==> src/rtl/gate_test_sequencer.sv <==
// Clocked stimulus/check sequencer for a 2-input gate under test.
// Define GATE_TEST_LOOP_EN to loop over the four vectors forever.
module gate_test_sequencer #(
  parameter int unsigned HOLD_CYCLES = 4,
  parameter logic [3:0]  TRUTH       = 4'b0111,
  parameter int unsigned ERR_W       = 3
) (
  input  logic             clk,
  input  logic             reset,
  input  logic             start,
  input  logic             gate_out,
  output logic             gate_a,
  output logic             gate_b,
  output logic             busy,
  output logic             done,
  output logic             pass,
  output logic [ERR_W-1:0] err_count,
  output logic [3:0]       fail_vec
);

  typedef enum logic [1:0] {
    IDLE,
    APPLY,
    DONE
  } state_t;

  localparam logic [7:0] HOLD_LAST = 8'(HOLD_CYCLES - 1);

  state_t           state, state_n;
  logic [1:0]       vec, vec_n;
  logic [7:0]       hold_cnt, hold_n;
  logic             busy_n, done_n, pass_n;
  logic             gate_a_n, gate_b_n;
  logic [ERR_W-1:0] err_n;
  logic [3:0]       fail_n;

  always_comb begin
    state_n = state;
    vec_n   = vec;
    hold_n  = hold_cnt;
    busy_n  = busy;
    done_n  = done;
    pass_n  = pass;
    err_n   = err_count;
    fail_n  = fail_vec;
    unique case (state)
      IDLE, DONE: begin
        if (start) begin
          state_n = APPLY;
          vec_n   = 2'd0;
          hold_n  = 8'd0;
          busy_n  = 1'b1;
          done_n  = 1'b0;
          pass_n  = 1'b0;
          err_n   = '0;
          fail_n  = 4'b0000;
        end
      end
      APPLY: begin
        hold_n = hold_cnt + 8'd1;
        if (hold_cnt == HOLD_LAST) begin
          // gate is combinational off the registered inputs
          if (gate_out != TRUTH[vec]) begin
            fail_n[vec] = 1'b1;
            if (err_count != '1)
              err_n = err_count + 1'b1;
          end
          hold_n = 8'd0;
          if (vec != 2'd3) begin
            vec_n = vec + 2'd1;
          end else begin
`ifdef GATE_TEST_LOOP_EN
            vec_n = 2'd0;
`else
            state_n = DONE;
            busy_n  = 1'b0;
            done_n  = 1'b1;
            pass_n  = (fail_n == 4'b0000);
`endif
          end
        end
`ifdef GATE_TEST_LOOP_EN
        pass_n = (fail_n == 4'b0000);
`endif
      end
      default: state_n = IDLE;
    endcase
    gate_a_n = (state_n == APPLY) & vec_n[1];
    gate_b_n = (state_n == APPLY) & vec_n[0];
  end

  always_ff @(posedge clk) begin
    if (reset) begin
      state     <= IDLE;
      vec       <= 2'd0;
      hold_cnt  <= 8'd0;
      gate_a    <= 1'b0;
      gate_b    <= 1'b0;
      busy      <= 1'b0;
      done      <= 1'b0;
      pass      <= 1'b0;
      err_count <= '0;
      fail_vec  <= 4'b0000;
    end else begin
      state     <= state_n;
      vec       <= vec_n;
      hold_cnt  <= hold_n;
      gate_a    <= gate_a_n;
      gate_b    <= gate_b_n;
      busy      <= busy_n;
      done      <= done_n;
      pass      <= pass_n;
      err_count <= err_n;
      fail_vec  <= fail_n;
    end
  end

endmodule

==> config.mk <==
export PLATFORM = sky130hd
export DESIGN_NAME = gate_test_sequencer
export DESIGN_NICKNAME = d
export VERILOG_FILES = /design/src/rtl/gate_test_sequencer.sv
export SDC_FILE = /design/constraint.sdc
export NUM_CORES = 1
export LEC_CHECK = 0
export CAP_MARGIN = 10
export CORE_MARGIN = 2
export CORE_UTILIZATION = 55
export CTS_CLUSTER_DIAMETER = 150
export DETAILED_ROUTE_END_ITERATION = 12
export PLACE_DENSITY = 0.8
export REMOVE_ABC_BUFFERS = 1
export SLEW_MARGIN = 20
export SYNTH_ARGS = -nofsm -noshare
export SYNTH_HDL_FRONTEND = slang
export SYNTH_SLANG_ARGS = --single-unit
==> constraint.sdc <==
create_clock -name clk -period 4.43 [get_ports clk]
set_clock_uncertainty 0.05 [all_clocks]
set_input_delay 1.329 -clock clk [delete_from_list [all_inputs] [get_ports clk]]
set_output_delay 1.329 -clock clk [all_outputs]
set_load 0.01 [all_outputs]
== Word-level counts from Yosys, hierarchy flattened ==
Cells that the tools add are included.
Cells by class
  add/subtract/negate cells: 3
  order comparisons: 2
  eq/ne operators: 12
  muxes and demuxes: 37
  bitwise logic cells: 3
  reduce and logical (&&, ||, !) cells: 9
Operators by type and width (number)
  4-bit two-way mux: 5
  8-bit two-way mux: 2
  8-bit one-hot mux with 2 select lines: 1
  2-bit two-way mux: 6
  3-bit two-way mux: 4
  2-bit != test (second input constant): 6
  1-bit two-way mux: 10
  8-bit by 1-bit adder with 8-bit output (second input constant): 1
  8-bit by 2-bit == test with 1-bit output (second input constant): 1
  2-bit one-hot mux with 2 select lines: 2
  4-bit one-hot mux with 2 select lines: 1
  1-bit one-hot mux with 2 select lines: 3
  3-bit one-hot mux with 2 select lines: 1
  5-bit AND reduction: 1
  2-bit by 1-bit == test with 1-bit output (second input constant): 2
  4-bit zero test: 1
  4-bit bitwise OR: 1
  4-bit AND reduction: 1
  3-bit by 1-bit adder with 3-bit output (second input constant): 1
  2-bit by 3-bit less-than comparator with 1-bit output (second input constant): 1
  3-bit != test (second input constant): 1
  3-bit AND reduction: 1
  2-bit by 1-bit adder with 2-bit output (second input constant): 1
  1-bit AND: 2
  other kinds (10): 10
Storage, ports and cells
  register bits after elaboration: 24
  input port bits: 4
  logic and storage cells: 76

== Depth between registers and ports, before layout ==
  word-level depth: 12
  depth in mapped cells: 6
  depth with buffers taken out: 5

== Least setup slack after synthesis ==
Ideal clock, no wire load.
  path kind: input to register
  from: input port start
  to: register pass
  arrival: 2.167 ns
  path slack: 2.139 ns
  cell stages on the path: 4
  buffers on the path: 0
  path through: nor2b_1 nor2_1 a211o_2 o21ai_0
Between the ends
  cells in the longest elaborated chain, start to end: 2
Ends and longest elaborated chain
  from (decl): line 10  | input logic start,
  2-bit != test (no line)
  4-bit AND reduction (no line)
  to (signal assigned): line 112  | pass <= pass_n;
  to (decl): line 16  | output logic pass,
Every way passes these cells.
A chain may end at the register's enable or synchronous reset.

== Worst setup path after layout ==
  from: input port start
  to: register hold_cnt[4]
Between the ends
  cells in the longest elaborated chain, start to end: 2
Ends and longest elaborated chain
  2-bit != test (no line)
  2-bit AND reduction (no line)
  to (signal assigned): line 107  | hold_cnt <= hold_n;
  to (decl): line 31  | logic [7:0] hold_cnt, hold_n;
Every way passes these cells.

==> run_results.csv <==
group,metric,value,unit
outcome,outcome,"completed",
power_and_ir_drop,irDropWorstVdd,0.266,mV
logic_synthesis,yosys_warnings,0,
route,drc,0,
logic_synthesis,synth_common_cells,"24 x dfxtp_1, 14 x nand2_1, 9 x a21oi_1, 8 x nor2_1",
worst_setup_path,cp_slowest_stage_delay,0.55,ns
worst_setup_path,rr_endpoint,"err_count[1]",
power_and_ir_drop,leakage,0.000457,uW
worst_setup_path,rr_startpoint,"hold_cnt[0]",
floorplan,io_pins,16,
logic_synthesis,netlist-cell-type-count,37,
route,routed_wl,2290,um
logic_synthesis,yosysTopAreaCell,"dfxtp_1",
logic_synthesis,syn_avg_cell_area,8.99,um2
run,max-cap-violations,0,
timing,fin_crit,2.73,ns
timing,maxSlewViolCount,0,
place,dp_cells,162,
logic_synthesis,async_flop_share,0,
worst_setup_path,critPathKind,"in -> reg",
timing,fmax,0.366,GHz
cells_and_area,n_fill_cell,179,
worst_hold_path,hp-start,"fail_vec[1]",
grt,grt_pass1_vias,959,
clocking,cts_resized,0,
worst_setup_path,start_kind,"primary input",
timing,worst_slack,1.70,ns
cells_and_area,num_antenna_cells,0,
route,first_iter_violations,17,
power_and_ir_drop,intPower,279,uW
floorplan,rows,16,
worst_setup_path,cp-end-kind,"flip-flop",
clocking,cts-root-buf,"clkbuf_4",
clocking,clock_latency,0.31,ns
timing,fin_crit_sh,0.617,
worst_setup_path,worstPathArrival,2.92,ns
grt,grt_overflow_total,0,
clocking,cts_setup_buffers,0,
floorplan,die_area,2440,um2
floorplan,die_x,49.4,um
timing,tns,0,ns
cells_and_area,fin_util,0.681,
cells_and_area,drive_above_1_share,0.0791,
grt,grt_max_degree,18,
logic_synthesis,seq_area_frac_synth,0.424,
power_and_ir_drop,power_frac_comb,0.085,
place,gp_congestion,0.865,
cells_and_area,syn2layout_area_growth,16.8,%
worst_hold_path,min_to,"fail_vec[1]",
clocking,cts_buffers,3,
clocking,cts_hold_buf,0,
place,io_buffer_count,15,
route,ant_nets,0,
worst_setup_path,path_max_fanout,10,
timing,hold_viol_final,0,
worst_setup_path,critPathRequiredTime,4.62,ns
timing,setup_viol,0,
worst_setup_path,slowest_stage,"nor2_1",
power_and_ir_drop,p_clk_frac,0.308,
clocking,cts_tree,"done",
grt,grt_pass1_wl,4080,um
power_and_ir_drop,design_power_total,366,uW
grt,antenna_found_initial,0,
logic_synthesis,synth-main-ff-cell,"dfxtp_1",
worst_setup_path,ff2ff_setup_slack,2.38,ns
logic_synthesis,synth.cell_area,1130,um2
floorplan,fp.coreArea,1940,um2
cells_and_area,fin_cells,166,
clocking,cts.sinks,24,
power_and_ir_drop,p_sw_frac,0.237,
worst_hold_path,hold_depth,2,
cells_and_area,layout.nets,147,
route,via_per_inst,5.81,
logic_synthesis,synth_top_cell_area_share,0.424,
timing,slew_headroom,0.546,
logic_synthesis,synth_cells,126,
logic_synthesis,yosysMostFrequentCell,"dfxtp_1",
timing,worst_pin_slew,0.678,ns
worst_setup_path,worstPathCellList,"clkdlybuf4s50_1, nor2b_1, nor2_1, a21oi_1, nor3_1",
clocking,ctsHtreeMaxLevel,1,
clocking,clk_path_buf_depth,2,
power_and_ir_drop,seqPwrFrac,0.607,
floorplan,fp.dieH,49.4,um
power_and_ir_drop,power.density,276,nW/um2
clocking,clk_pin_slew,0.12,ns
worst_hold_path,holdCritPathClass,"reg -> reg",
power_and_ir_drop,p_sw,86.6,uW
logic_synthesis,synth.area.top_cells,"dfxtp_1 42%, nand2_1 4.6%, a21oi_1 4.0%",
logic_synthesis,ys_seq_elements,24,
timing,rsz0062_at_grt,"no",
route,wire_per_inst,13.8,um
floorplan,start_util,0.583,
place,pre_cts_ws,1.40,ns
route,vias,965,
place,place_hpwl,1650,um
route,first_pass_iters,4,
worst_setup_path,rr_worst_depth,5,
logic_synthesis,synth-edff-count,0,
grt,gr-usage-all-layers,0.215,
==> power groups by stage <==
stage	sequential [uW]	combinational, uW	clock [uW]
2_1_floorplan	226	17.5	0
3_3_place_gp	227	29.4	0
3_5_place_dp	227	30.0	0
4_1_cts	222	30.5	116
5_1_grt	222	34.5	126
6_report	222	31.1	113
==> routing by layer <==
| layer | vias to the layer above | routed length, um | global-route usage |
|---|---|---|---|
| met4 | 0 | 34 | 0.0787 |
| met1 | 464 | 1060 | 0.259 |
| met2 | 16 | 1130 | 0.381 |
| li1 | 479 | - | - |
| met3 | 6 | 67 | 0.0399 |
| met5 | - | 0 | 0 |
==> state kept, by name, indices dropped and copies added, names as in the netlist <==
signal and cells:
done 1, state 2, pass 1, vec 2
err_count 3, fail_vec 4, busy 1, gate_b 1
hold_cnt 8, gate_a 1
==> critical path, delay by kind of cell <==
kind	cells	cell delay, ns
buffers and inverters	1	0.42
AOI/OAI and AO/OA	1	0.21
and+or+nand+nor	3	0.96
==> final cells by class <==
class	count	area, um2	area share
multi-input cells	94	614	0.465
flip-flops and latches	24	480	0.363
repair buffers	15	150	0.114
clock buffers	4	36.3	0.0274
well taps	27	33.8	0.0255
inverters	2	7.51	0.00568
==> per-stage QoR <==
stage	hold WS, ns	area (um2)
after floorplan	0.410	1100
after global routing	0.456	1320
after global placement	0.401	1290
final	0.430	1320
after CTS	0.434	1320
after detailed placement	0.416	1290
==> cell usage in the layout, fill, tap and decap left out, drive strengths merged, types with 2 or more instances in the layout <==
master and count:
nor2b 2, nand2b 3, nand2 15, mux2i 4, a211oi 3, a31oi 2, xor2 3, clkbuf 4
nor2 8, nor3 8, dfxtp 24, or3 2, inv 2, ha 3, and2 2, o21a 2
or4 2, a21oi 9, clkdlybuf4s50 15, nand4 2, o21ai 3, nand3 7, xnor2 4
==> worst max-delay path by stage <==
| stage | startpoint | to | slack (ns) | depth (start not counted) |
|---|---|---|---|---|
| 2_1_floorplan | start | pass | 2.14 | 4 |
| 3_3_place_gp | start | hold_cnt[3] | 1.46 | 5 |
| 3_5_place_dp | start | hold_cnt[4] | 1.40 | 5 |
| 4_1_cts | start | hold_cnt[4] | 1.73 | 5 |
| 5_1_grt | start | gate_b | 1.54 | 4 |
| 6_report | start | hold_cnt[4] | 1.70 | 5 |
==> cell families (layout without fill, tap and decap cells) <==
logic type / count (synthesis) / count (layout) / synth area share
buffers and inverters: 8 / 21 / 0.0332
adder cells (fa/ha/maj): 3 / 3 / 0.0332
XOR/XNOR: 7 / 7 / 0.0541
AND/OR/NAND/NOR: 54 / 54 / 0.267
multiplexers: 4 / 4 / 0.0354
flip-flops: 24 / 24 / 0.424
AO/OA/AOI/OAI: 26 / 26 / 0.152
Note: power is estimated with default switching activity, not from simulation.
